`src/rtl/dmem_arb_pkg.sv`:
```
// -----------------------------------------------------------------------------
// dmem_arb_pkg
// Shared constants for the unified data-memory arbiter:
//   - WORD_W          : memory word / address width (16)
//   - IDLE..HALTED    : arbiter FSM state encoding (3-bit, legacy-compatible)
//   - REQ_IF / REQ_D  : requester IDs, also the encoding of the grant and
//                       round-robin last-grant registers
// -----------------------------------------------------------------------------
package dmem_arb_pkg;

   localparam int WORD_W = 16;

   localparam logic [2:0] IDLE   = 3'd0;
   localparam logic [2:0] ACCESS = 3'd1;
   localparam logic [2:0] DONE   = 3'd2;
   localparam logic [2:0] DUMP   = 3'd3;
   localparam logic [2:0] HALTED = 3'd4;

   localparam logic REQ_IF = 1'b0;
   localparam logic REQ_D  = 1'b1;

endpackage

```
`src/rtl/dmem_lat_timer.sv`:
```
// -----------------------------------------------------------------------------
// dmem_lat_timer
// Down-counter that times how long the memory pins are held for one access.
// Ports:
//   clk      in   system clock
//   rst      in   asynchronous active-low reset
//   load_i   in   start a new access (loads LAT-1)
//   run_i    in   an access is in progress (counter decrements)
//   expire_o out  high during the last cycle of the access
// -----------------------------------------------------------------------------
module dmem_lat_timer #(
   parameter int LAT = 2
) (
   input  logic clk,
   input  logic rst,
   input  logic load_i,
   input  logic run_i,
   output logic expire_o
);

   localparam int CW = (LAT > 1) ? $clog2(LAT) : 1;
   localparam logic [CW-1:0] LOAD_VAL = CW'(LAT - 1);

   logic [CW-1:0] cnt_q, cnt_d;

   always_comb begin
      cnt_d = cnt_q;
      if (load_i) begin
         cnt_d = LOAD_VAL;
      end else if (run_i && (cnt_q != '0)) begin
         cnt_d = cnt_q - CW'(1);
      end
   end

   always_ff @(posedge clk or negedge rst) begin
      if (!rst) begin
         cnt_q <= '0;
      end else begin
         cnt_q <= cnt_d;
      end
   end

   // Counting LAT-1 down to 0 gives exactly LAT cycles with run_i high.
   assign expire_o = run_i && (cnt_q == '0);

endmodule

```
`src/rtl/dmem_arbiter.sv`:
```
// -----------------------------------------------------------------------------
// dmem_arbiter
// Shares the single-port data memory between the fetch port and the data
// (load/store) port, holds each access on the memory pins for MEM_LAT cycles,
// and sequences the halt -> dump -> halted shutdown.
//
// Build option: define DMEM_ARB_RR_EN for round-robin arbitration between the
// two ports (simultaneous requests alternate, data first after reset).
// Without it, the data port always wins over fetch.
//
// Ports:
//   clk, rst                     clock, asynchronous active-low reset
//   if_req/if_addr               fetch request and address
//   if_rdata/if_done/if_stall    fetch read data, completion pulse, stall
//   d_rd/d_wr/d_addr/d_wdata     data-port load/store request, addr, data
//   d_rdata/d_done/d_stall       load data, completion pulse, stall
//   halt                         stop granting, then dump memory
//   mem_en/mem_wr/mem_addr/mem_din/mem_dout/mem_dump   memory pins
//   err                          sticky: load and store requested together
//   dbg_state                    current FSM state (IDLE..HALTED)
//
// Handshake: a requester raises its request with stable address/data and
// holds them until its done pulse; done is high for exactly one cycle and
// the matching stall is request & ~done. A request still high during the
// done cycle is taken as a new request.
// -----------------------------------------------------------------------------
module dmem_arbiter
   import dmem_arb_pkg::*;
#(
   parameter int MEM_LAT = 2
) (
   input  logic              clk,
   input  logic              rst,
   input  logic              if_req,
   input  logic [WORD_W-1:0] if_addr,
   output logic [WORD_W-1:0] if_rdata,
   output logic              if_done,
   output logic              if_stall,
   input  logic              d_rd,
   input  logic              d_wr,
   input  logic [WORD_W-1:0] d_addr,
   input  logic [WORD_W-1:0] d_wdata,
   output logic [WORD_W-1:0] d_rdata,
   output logic              d_done,
   output logic              d_stall,
   input  logic              halt,
   output logic              mem_en,
   output logic              mem_wr,
   output logic [WORD_W-1:0] mem_addr,
   output logic [WORD_W-1:0] mem_din,
   input  logic [WORD_W-1:0] mem_dout,
   output logic              mem_dump,
   output logic              err,
   output logic [2:0]        dbg_state
);

   logic [2:0]        state_q, state_d;
   logic              gnt_q;
   logic              mem_en_q, mem_wr_q;
   logic [WORD_W-1:0] mem_addr_q, mem_din_q;
   logic [WORD_W-1:0] if_rdata_q, d_rdata_q;
   logic              err_q;

   logic d_req, any_req, grant, sel, expire;

   assign d_req   = d_rd | d_wr;
   assign any_req = d_req | if_req;

   // A grant can be issued from IDLE or at the exit of DONE, so back-to-back
   // accesses run without an idle cycle.
   assign grant = ((state_q == IDLE) || (state_q == DONE)) && !halt && any_req;

`ifdef DMEM_ARB_RR_EN
   logic last_q;

   always_comb begin
      sel = d_req ? REQ_D : REQ_IF;
      if (d_req && if_req) begin
         sel = (last_q == REQ_D) ? REQ_IF : REQ_D;
      end
   end

   // Reset to REQ_IF so the first contested grant goes to the data port.
   always_ff @(posedge clk or negedge rst) begin
      if (!rst) begin
         last_q <= REQ_IF;
      end else if (grant) begin
         last_q <= sel;
      end
   end
`else
   always_comb begin
      sel = d_req ? REQ_D : REQ_IF;
   end
`endif

   dmem_lat_timer #(
      .LAT (MEM_LAT)
   ) u_timer (
      .clk      (clk),
      .rst      (rst),
      .load_i   (grant),
      .run_i    (state_q == ACCESS),
      .expire_o (expire)
   );

   always_comb begin
      state_d = state_q;
      case (state_q)
         IDLE, DONE: begin
            if (halt) begin
               state_d = DUMP;
            end else if (any_req) begin
               state_d = ACCESS;
            end else begin
               state_d = IDLE;
            end
         end
         ACCESS:  state_d = expire ? DONE : ACCESS;
         DUMP:    state_d = HALTED;
         HALTED:  state_d = HALTED;
         default: state_d = IDLE;
      endcase
   end

   always_ff @(posedge clk or negedge rst) begin
      if (!rst) begin
         state_q    <= IDLE;
         gnt_q      <= REQ_IF;
         mem_en_q   <= 1'b0;
         mem_wr_q   <= 1'b0;
         mem_addr_q <= '0;
         mem_din_q  <= '0;
         if_rdata_q <= '0;
         d_rdata_q  <= '0;
         err_q      <= 1'b0;
      end else begin
         state_q <= state_d;
         if (grant) begin
            gnt_q    <= sel;
            mem_en_q <= 1'b1;
            if (sel == REQ_D) begin
               // A combined load+store is performed as the store.
               mem_wr_q   <= d_wr;
               mem_addr_q <= d_addr;
               mem_din_q  <= d_wdata;
               if (d_rd && d_wr) begin
                  err_q <= 1'b1;
               end
            end else begin
               mem_wr_q   <= 1'b0;
               mem_addr_q <= if_addr;
               mem_din_q  <= '0;
            end
         end else if (expire) begin
            mem_en_q <= 1'b0;
            mem_wr_q <= 1'b0;
            if (!mem_wr_q) begin
               if (gnt_q == REQ_D) begin
                  d_rdata_q <= mem_dout;
               end else begin
                  if_rdata_q <= mem_dout;
               end
            end
         end
      end
   end

   assign if_done   = (state_q == DONE) && (gnt_q == REQ_IF);
   assign d_done    = (state_q == DONE) && (gnt_q == REQ_D);
   assign if_stall  = if_req & ~if_done;
   assign d_stall   = d_req & ~d_done;
   assign if_rdata  = if_rdata_q;
   assign d_rdata   = d_rdata_q;
   assign mem_en    = mem_en_q;
   assign mem_wr    = mem_wr_q;
   assign mem_addr  = mem_addr_q;
   assign mem_din   = mem_din_q;
   assign mem_dump  = (state_q == DUMP);
   assign err       = err_q;
   assign dbg_state = state_q;

endmodule
```
`config.mk`:
```
export PLATFORM = sky130hd
export DESIGN_NAME = dmem_arbiter
export DESIGN_NICKNAME = d
export VERILOG_FILES = /design/src/rtl/dmem_arb_pkg.sv /design/src/rtl/dmem_lat_timer.sv /design/src/rtl/dmem_arbiter.sv
export SDC_FILE = /design/constraint.sdc
export NUM_CORES = 1
export LEC_CHECK = 0
export ABC_AREA = 0
export ABC_CLOCK_PERIOD_IN_PS = 1600
export BUFFER_PORTS_ARGS = -buffer_cell sky130_fd_sc_hd__buf_2
export CORE_ASPECT_RATIO = 0.6
export CORE_MARGIN = 3
export CORE_UTILIZATION = 41
export DETAILED_ROUTE_END_ITERATION = 7
export GPL_TIMING_DRIVEN = 0
export PLACE_DENSITY = 0.75
export SLEW_MARGIN = 5
export SYNTH_ARGS = -nofsm -noshare
export SYNTH_HDL_FRONTEND = slang
export SYNTH_SLANG_ARGS = --single-unit
```
`constraint.sdc`:
```
create_clock -name clk -period 1.6 [get_ports clk]
set_clock_uncertainty 0.1 [all_clocks]
set_input_delay 0.16 -clock clk [delete_from_list [all_inputs] [get_ports clk]]
set_output_delay 0.16 -clock clk [all_outputs]
set_load 0.03 [all_outputs]
```
==> results of run 1 <==
## cell type report
class	count	area (um2)
Fill cell	447	1850
Sequential cell	72	1810
Timing Repair Buffer	209	1460
Multi-Input combinational cell	107	1200
Clock buffer	10	239
Tap cell	87	109
Buffer	8	108
Clock inverter	6	75.1
Inverter	3	11.3
## flip-flops by register name (all words and copies together), names as in the netlist
signal	cells
d_rdata	16
if_rdata	16
mem_addr	16
mem_din	16
dbg_state	3
err	1
gnt_q	1
mem_en	1
mem_wr	1
u_timer.cnt_q	1
## metal layers
metal  GRT usage (%)  up-vias
met5               0        -
met4            6.56        0
met3            6.08       11
met2            36.9      102
met1            26.3     1242
li1                -     1134
## cell usage in the layout (no fill, tap or decap), types with 3 or more instances in the layout
master / count
clkbuf_16: 11
mux2_2: 54
mux2_4: 11
dlygate4sd3_1: 34
buf_12: 4
a21o_1: 3
clkbuf_8: 3
dfrtp_1: 69
buf_6: 19
nor2_1: 5
buf_4: 15
dfrtp_2: 3
buf_2: 139
a22o_1: 16
## cells by family (layout without fill, tap and decap cells)
family,after synthesis,count (layout),share of synthesized area [%]
buffers and inverters,12,236,2.47
AO/OA/AOI/OAI,25,25,7.04
AND/OR/NAND/NOR,17,17,4.32
flip-flops,72,72,60.4
multiplexers,65,65,25.8
## metrics by stage
step           hold WS [ns]  setup TNS (ns)  setup WS (ns)
2_1_floorplan        -0.236          -11.76         -0.270
3_3_place_gp          0.279          -30.39         -0.507
3_5_place_dp         0.0141          -20.73         -0.494
4_1_cts              0.0685           -9.26         -0.209
5_1_grt              0.0783          -11.06         -0.229
6_report             0.0785           -6.65         -0.198
## final timing paths
path / slack, ns / endpoint / from / depth (start not counted)
max: -0.20 / if_rdata[10] / dbg_state[2] / 6
min: 0.08 / err / d_rd / 2
max reg2reg: -0.20 / if_rdata[10] / dbg_state[2] / 6
min reg2reg: 0.37 / err / err / 1
max in group asynchronous: 0.65 / dbg_state[0] / rst / 3
min in group asynchronous: 0.19 / d_rdata[12] / rst / 2
## timing repair
item                                    4_1_cts  5_1_grt
hold buffers                                 34        0
cloned                                        3        3
hold endpoints to repair                     78        0
endpoints found under the setup margin       73       73
buffers inserted                             18        6
gates resized for setup                      40       14
pin swaps                                    14       10
## report_power, final
group          total (mW)  switching, mW  internal (mW)
Clock                2.08          0.808           1.27
Sequential           3.33          0.595           2.74
Combinational        5.70           3.26           2.44
Total                11.1           4.66           6.45
==> flow_summary_export.csv, run 1 <==
group,metric,value,unit
logic_synthesis,synthTopCellsByArea,"dfrtp_1 (60%), mux2_2 (21%), mux2_4 (5.0%)",
drt,drt_iter0_markers,78,
clock_tree,clk_pin_slew,0.06,ns
pwr,fin_total_pwr,11.1,mW
logic_synthesis,yosysMostFrequentCell,"dfrtp_1",
flow_run,maxCapViolations,0,
logic_synthesis,synth_area,2980,um2
worst_setup_path,crit_type,"flip-flop to flip-flop",
logic_synthesis,synth_cell_types,26,
worst_setup_path,critPathMaxFanout,7,
clock_tree,cts_htree_levels,3,
drt,firstDrtPassIters,4,
drt,top_layer,"met4",
logic_synthesis,yosys.area.top_type,"dfrtp_1",
die,start_util,43.6,%
drt,wl_met3,553,um
grt,track_usage,21.4,%
worst_setup_path,crit_path_start_kind,"flip-flop",
final_layout,layout-drive-gt1-share,67.7,%
drt,wl_met1,3.76,mm
clock_tree,cts_buffers,9,
logic_synthesis,synthDominantCellAreaShare,60.4,%
clock_tree,insertion_delay,0.33,ns
drt,ant_nets,0,
grt,grt_pass1_wl,13.5,mm
sta,relSlewSlack,58.4,%
logic_synthesis,synth_seq_cells,72,
grt,grt_overflow,0,
outcome,run_status,"complete, but fails checks",
worst_setup_path,cp_top_family,"flip-flops",
logic_synthesis,postSynthNetCount,261,
final_layout,finalInstanceArea,5000,um2
sta,finalCritPeriodShare,112,%
drt,vias,2489,
clock_tree,cts.sinks,72,
outcome,violations,"negative setup slack",
grt,grt_max_degree,44,
drt,avgViaCountPerCell,4.96,
logic_synthesis,yosysSeqAreaShare,60.4,%
grt,antenna_found_initial,0,
logic_synthesis,ys_top_cells_by_count,"dfrtp_1 (72), mux2_2 (55), a22o_1 (16)",
sta,tightest_slew,0.624,ns
place,placed_area,3880,um2
sta,fin_crit,1.80,ns
sta,max_freq,556,MHz
sta,maxSlewViolCount,0,
sta,setup_viol,68,
worst_setup_path,max_stage_delay,0.49,ns
die,fp.dieH,72.1,um
drt,wl_met2,4.51,mm
final_layout,diodes,0,
worst_setup_path,arrival,1.90,ns
final_layout,fin_nets,480,
sta,fin_ws,-0.198,ns
logic_synthesis,yosys_warnings,0,
place,routabilityCongestion,0.698,
drt,detail_route.wirelength,8.93,mm
worst_setup_path,crit_path_end_kind,"flip-flop",
grt,grt_pass1_vias,2624,
clock_tree,clockBufferDepth,2,
die,dieArea,8370,um2
sta,finalHoldViolations,0,
place,io_buffer_count,144,
die,ios,145,
clock_tree,cts_tree,"yes",
logic_synthesis,synth_enable_flop_cells,0,
die,core_area,6850,um2
place,place_inst,423,
pwr,leakagePower,2.51,nW
die,die_w,116,um
worst_setup_path,worstPathCellList,"nor4b_4 > buf_4 > buf_6 > nand2_8 > buf_12 > mux2_2",
sta,rsz0062_at_grt,"yes",
final_layout,fin_util,73.0,%
logic_synthesis,synthFlopType,"dfrtp_1",
final_layout,area_growth,67.5,%
logic_synthesis,synth_cells,191,
drt,post_drt_wl_per_cell,17.8,um
logic_synthesis,syn_area_per_cell,15.6,um2
pwr,p_per_area,2220,nW/um2
clock_tree,cts-root-buf,"clkbuf_16",
die,rows,23,
drt,drc_errors,0,
worst_setup_path,crit_path_top_delay_cell,"dfrtp_2",
logic_synthesis,async_reset_ff_share,100,%
worst_hold_path,hp-class,"input port to flip-flop",
worst_setup_path,crit_required,1.71,ns
place,dp_hpwl,5.38,mm
final_layout,final_cells,502,
pwr,peakVddDrop,1010,uV
worst_setup_path,path_buf_inv,3,
Note: power is estimated with default switching activity, not from simulation.
==> run 2, diff against run 1 <==
--- a/config.mk
+++ b/config.mk
@@ -14,6 +14,7 @@
 export DETAILED_ROUTE_END_ITERATION = 7
 export GPL_TIMING_DRIVEN = 0
 export PLACE_DENSITY = 0.75
+export SKIP_CTS_REPAIR_TIMING = 1
 export SLEW_MARGIN = 5
 export SYNTH_ARGS = -nofsm -noshare
 export SYNTH_HDL_FRONTEND = slang
==> flow_summary_export.csv, run 2 (synthesis gave the netlist of run 1 again) <==
group,metric,value,unit
worst_setup_path,rrSetupSlack,-0.24,ns
drt,avgViaCountPerCell,4.89,
final_layout,layout-drive-gt1-share,67.0,%
worst_setup_path,timing.critical_path.from,"dbg_state[2]",
pwr,leakagePower,2.47,nW
drt,detail_route.wirelength,8.66,mm
worst_setup_path,crit_path_top_delay_cell,"dfrtp_2",
pwr,peakVddDrop,945,uV
grt,grt_pass1_wl,11.5,mm
die,start_util,43.6,%
clock_tree,cts_buffers,9,
pwr,p_per_area,2220,nW/um2
grt,grt_pass1_vias,2255,
sta,relSlewSlack,58.4,%
flow_run,maxCapViolations,0,
worst_setup_path,crit_type,"flip-flop to flip-flop",
grt,grt_max_degree,44,
sta,tightest_slew,0.624,ns
die,rows,23,
sta,rsz0062_at_grt,"yes",
clock_tree,insertion_delay,0.33,ns
drt,drc_errors,0,
clock_tree,clk_pin_slew,0.06,ns
clock_tree,cts_tree,"yes",
die,core_area,6850,um2
die,ios,145,
drt,post_drt_wl_per_cell,17.5,um
grt,track_usage,18.0,%
worst_setup_path,crit_path_start_kind,"flip-flop",
final_layout,seqCellArea,1810,um2
clock_tree,cts.sinks,72,
final_layout,multi_input_area,1190,um2
final_layout,fin_nets,474,
worst_setup_path,endpoint,"if_rdata[13]",
worst_setup_path,arrival,1.95,ns
final_layout,final_common_cell,"buf_2",
place,routabilityCongestion,0.698,
worst_hold_path,hp-class,"input port to flip-flop",
place,place_worst_setup_slack,-0.494,ns
sta,setup_tns,-10.00,ns
grt,grt_overflow,0,
pwr,fin_total_pwr,11.0,mW
worst_setup_path,worst_r2r_path_depth,7,
worst_setup_path,critPathMaxFanout,7,
sta,setup_viol,71,
worst_setup_path,worstPathCellList,"buf_8 > nor4b_4 > buf_6 > buf_12 > nand2_8 > clkbuf_16 > mux2_2",
die,fp.dieH,72.1,um
outcome,run_status,"complete, but fails checks",
die,dieArea,8370,um2
clock_tree,clockBufferDepth,2,
sta,fin_ws,-0.240,ns
place,dp_hpwl,5.38,mm
final_layout,fill_cells,462,
final_layout,layout_common_cells,"buf_2 (140), dfrtp_1 (69), mux2_2 (55)",
clock_tree,cts_htree_levels,3,
drt,firstDrtPassIters,4,
place,io_buffer_count,144,
clock_tree,cts-root-buf,"clkbuf_16",
grt,antenna_found_initial,0,
sta,maxSlewViolCount,0,
final_layout,area_growth,65.9,%
worst_setup_path,r2r_end,"if_rdata[13]",
drt,ant_nets,0,
sta,max_freq,543,MHz
worst_setup_path,max_stage_delay,0.41,ns
outcome,violations,"negative setup slack",
worst_setup_path,r2r_start,"dbg_state[2]",
sta,fin_crit,1.84,ns
drt,drt_iter0_markers,75,
sta,worst_hold_slack,0.0747,ns
die,die_w,116,um
sta,finalHoldViolations,0,
worst_setup_path,crit_required,1.71,ns
drt,vias,2425,
final_layout,diodes,0,
sta,finalCritPeriodShare,115,%
worst_setup_path,crit_path_end_kind,"flip-flop",
-- run 2: cell types whose count changed in the layout (fill, tap and decap cells not counted), sizes merged --
cell    delta
buf        -5
clkbuf     -1
-- run 2: critical path, delay by kind of cell, from the launching register on --
kind / cells / cell delay, ns
buf+inv: 4 / 0.59
flops: 1 / 0.41
simple gates: 2 / 0.33
mux: 1 / 0.27
-- run 2: area by class of cell --
cell class	count	area share, %
flip-flops and latches	72	36.5
repair buffers	202	28.3
multi-input cells	107	24.0
clock buffers	10	4.83
plain buffers	9	2.43
well taps	87	2.20
clock inverters	6	1.52
inverters	3	0.227
-- run 2: report_power, final --
part / internal [mW] / total (mW) / switching (mW)
Clock: 1.27 / 2.08 / 0.802
Sequential: 2.74 / 3.31 / 0.574
Combinational: 2.38 / 5.62 / 3.24
-- run 2: worst min path at each step --
stage	start	to	slack (ns)	cells past startpoint
final	d_rd	err	0.07	2
after global routing	d_rd	err	0.07	2
after CTS	rst	d_rdata[12]	-0.34	1
after detailed placement	rst	d_rdata[12]	0.01	1
after global placement	d_wdata[6]	mem_din[6]	0.28	2
after floorplan	rst	d_rdata[0]	-0.24	0
-- run 2: routing by layer --
layer	wire length [um]	vias up	GRT usage (%)
met3	478	7	5.58
met2	4400	86	29.6
met1	3710	1204	23.0
li1	-	1128	-
met5	0	-	0
met4	76	0	5.41
-- run 2: stage by stage --
stage	cell area (um2)	util, %	std cells
2_1_floorplan	3030	-	191
5_1_grt	4950	72.3	496
3_3_place_gp	3850	56.3	422
4_1_cts	4190	61.2	439
6_report	4950	72.3	496
3_5_place_dp	3880	56.6	423
==> run 3, diff against run 2 <==
--- a/config.mk
+++ b/config.mk
@@ -5,15 +5,16 @@
 export SDC_FILE = /design/constraint.sdc
 export NUM_CORES = 1
 export LEC_CHECK = 0
-export ABC_AREA = 0
+export ABC_AREA = 1
 export ABC_CLOCK_PERIOD_IN_PS = 1600
 export BUFFER_PORTS_ARGS = -buffer_cell sky130_fd_sc_hd__buf_2
 export CORE_ASPECT_RATIO = 0.6
-export CORE_MARGIN = 3
-export CORE_UTILIZATION = 41
+export CORE_MARGIN = 1.5
+export CORE_UTILIZATION = 42
+export CTS_BUF_LIST = sky130_fd_sc_hd__clkbuf_16
 export DETAILED_ROUTE_END_ITERATION = 7
 export GPL_TIMING_DRIVEN = 0
-export PLACE_DENSITY = 0.75
+export PLACE_DENSITY = 0.76
 export SKIP_CTS_REPAIR_TIMING = 1
 export SLEW_MARGIN = 5
 export SYNTH_ARGS = -nofsm -noshare
==> flow_summary_export.csv, run 3 <==
group,metric,value,unit
grt,antenna_found_initial,0,
clock_tree,cts-root-buf,"clkbuf_16",
pwr,p_per_area,947,nW/um2
worst_setup_path,critPathMaxFanout,10,
flow_run,maxCapViolations,0,
drt,avgViaCountPerCell,4.88,
worst_hold_path,hp-class,"input port to flip-flop",
worst_setup_path,max_stage_delay,0.42,ns
pwr,leakagePower,2.84,nW
sta,relSlewSlack,69.5,%
pwr,switching_share,23.8,%
clock_tree,cts_tree,"yes",
worst_setup_path,crit_path_top_delay_cell,"dfrtp_1",
logic_synthesis,postSynthNetCount,448,
logic_synthesis,synth_enable_flop_cells,0,
logic_synthesis,ys_top_cells_by_count,"nand2_1 (203), dfrtp_1 (72), nand4_1 (32)",
worst_setup_path,crit_required,1.71,ns
clock_tree,cts.sinks,72,
worst_setup_path,crit_path_end_kind,"flip-flop",
die,die_w,116,um
grt,grt_pass1_vias,2950,
place,dp_hpwl,6.74,mm
place,routabilityCongestion,0.838,
clock_tree,cts_buffers,9,
sta,maxSlewViolCount,0,
logic_synthesis,synthFlopType,"dfrtp_1",
clock_tree,clk_pin_slew,0.05,ns
die,rows,24,
grt,grt_pass1_wl,14.4,mm
drt,ant_nets,0,
die,core_area,7330,um2
sta,fin_crit,1.65,ns
drt,post_drt_wl_per_cell,14.1,um
sta,worst_hold_slack,-0.0335,ns
final_layout,layout-drive-gt1-share,38.0,%
drt,drt_iter0_markers,170,
die,start_util,43.8,%
worst_setup_path,crit_path_start_kind,"flip-flop",
logic_synthesis,yosys.area.top_type,"dfrtp_1",
clock_tree,insertion_delay,0.33,ns
logic_synthesis,syn_area_per_cell,8.49,um2
sta,setup_viol,26,
final_layout,diodes,0,
outcome,violations,"negative hold slack, negative setup slack",
pwr,power_frac_clock,46.5,%
worst_setup_path,arrival,1.76,ns
grt,grt_overflow,0,
sta,finalCritPeriodShare,103,%
final_layout,final_common_cell,"nand2_1",
outcome,run_status,"complete, but fails checks",
die,dieArea,8190,um2
logic_synthesis,synthTopCellsByArea,"dfrtp_1 (56%), nand2_1 (24%), nand4_1 (6.2%)",
logic_synthesis,synth_seq_cells,72,
final_layout,layout_common_cells,"nand2_1 (202), buf_2 (146), dfrtp_1 (69)",
grt,track_usage,22.9,%
final_layout,fin_util,64.4,%
sta,setup_tns,-0.659,ns
die,fp.dieH,70.7,um
logic_synthesis,synth_cells,378,
drt,firstDrtPassIters,4,
logic_synthesis,yosysMostFrequentCell,"nand2_1",
sta,fin_ws,-0.0503,ns
worst_setup_path,rrSetupSlack,-0.05,ns
final_layout,area_growth,47.2,%
logic_synthesis,async_reset_ff_share,100,%
grt,grt_max_degree,54,
logic_synthesis,synthDominantCellAreaShare,56.2,%
pwr,p_sw,1.06,mW
sta,max_freq,606,MHz
worst_setup_path,cp_top_family,"simple AND/OR/NAND/NOR gates",
worst_setup_path,crit_type,"flip-flop to flip-flop",
sta,tightest_slew,0.457,ns
sta,finalHoldViolations,5,
die,ios,145,
logic_synthesis,synth_area,3210,um2
pwr,p_int,3.41,mW
drt,vias,3256,
sta,rsz0062_at_grt,"yes",
final_layout,fin_nets,628,
logic_synthesis,yosys_warnings,0,
logic_synthesis,yosysSeqAreaShare,56.2,%
place,io_buffer_count,144,
clock_tree,clockBufferDepth,2,
drt,drc_errors,0,
clock_tree,cts_htree_levels,3,
drt,detail_route.wirelength,9.41,mm
pwr,seq_power_share,42.6,%
worst_setup_path,path_buf_inv,2,
pwr,power_frac_comb,10.9,%
logic_synthesis,synth_cell_types,25,
worst_setup_path,worstPathCellList,"buf_4 > nor2_4 > nand3_4 > nor2_8 > nand3_4 > buf_8 > nand2_1 > nand2_1",
pwr,peakVddDrop,499,uV
## run 3: cell count changes in the layout (fill, tap and decap cells not counted), sizes merged, moves of 16 or more
| cell | before | now |
|---|---|---|
| nand4 | 0 | 32 |
| nand2 | 2 | 206 |
| dlygate4sd3 | 34 | 12 |
| nand3 | 0 | 20 |
| a22o | 16 | 0 |
| mux2 | 65 | 0 |
## run 3: final timing paths
path                         startpoint          to  cells after the start
min in group asynchronous           rst  d_rdata[0]                      2
max                        dbg_state[2]  d_rdata[4]                      8
min reg2reg                         err         err                      1
min                          d_wdata[5]  mem_din[5]                      3
max in group asynchronous           rst       gnt_q                      3
max reg2reg                dbg_state[2]  d_rdata[4]                      8
## run 3: power by group through the flow
stage | sequential, mW | clock [mW] | combinational, mW
after floorplan | 2.03 | 0 | 0.112
after global placement | 1.93 | 0 | 0.421
after detailed placement | 1.94 | 0 | 0.440
after CTS | 1.90 | 2.11 | 0.439
after global routing | 1.91 | 2.19 | 0.535
final | 1.91 | 2.08 | 0.487
## run 3: cell type report
cell class,count,area (um2)
multi-input combinational,273,1270
inverter,12,53.8
clock buffer,9,225
timing repair buffer,169,991
sequential,72,1810
clock inverter,7,87.6
tap,104,130
buffer,21,153
fill,636,2610
## run 3: per-layer routing
metal | part of all wire (%) | vias up | track usage (%)
li1 | - | 1573 | -
met1 | 46 | 1522 | 32.5
met2 | 46 | 146 | 34.8
met3 | 6.6 | 15 | 6.08
met4 | 1.4 | 0 | 6.10
met5 | 0 | - | 0
## run 3: logic make-up (layout without fill, tap and decap cells)
logic type	count (synthesis)	after routing	share of synthesized area, %
simple gates	267	267	37.3
compound gates	6	6	1.17
flops	72	72	56.2
buf+inv	33	218	5.38
## run 3: per-stage QoR
stage	setup slack, ns	total power [mW]	hold WS [ns]	instances	area (um2)
after detailed placement	-0.0512	2.37	-0.0437	627	4090
after CTS	-0.418	4.46	-0.394	643	4400
after floorplan	0.0301	2.14	-0.236	378	3210
after global placement	-0.104	2.35	0.290	626	4060
final	-0.0503	4.47	-0.0335	667	4720
after global routing	-0.140	4.64	0.0122	667	4720
## run 3: worst reg2reg max path, cell delays in order (launching register included)
cell	delay (ns)
dfrtp_1	0.42
buf_4	0.16
nor2_4	0.11
nand3_4	0.14
nor2_8	0.21
nand3_4	0.12
buf_8	0.16
nand2_1	0.06
nand2_1	0.06
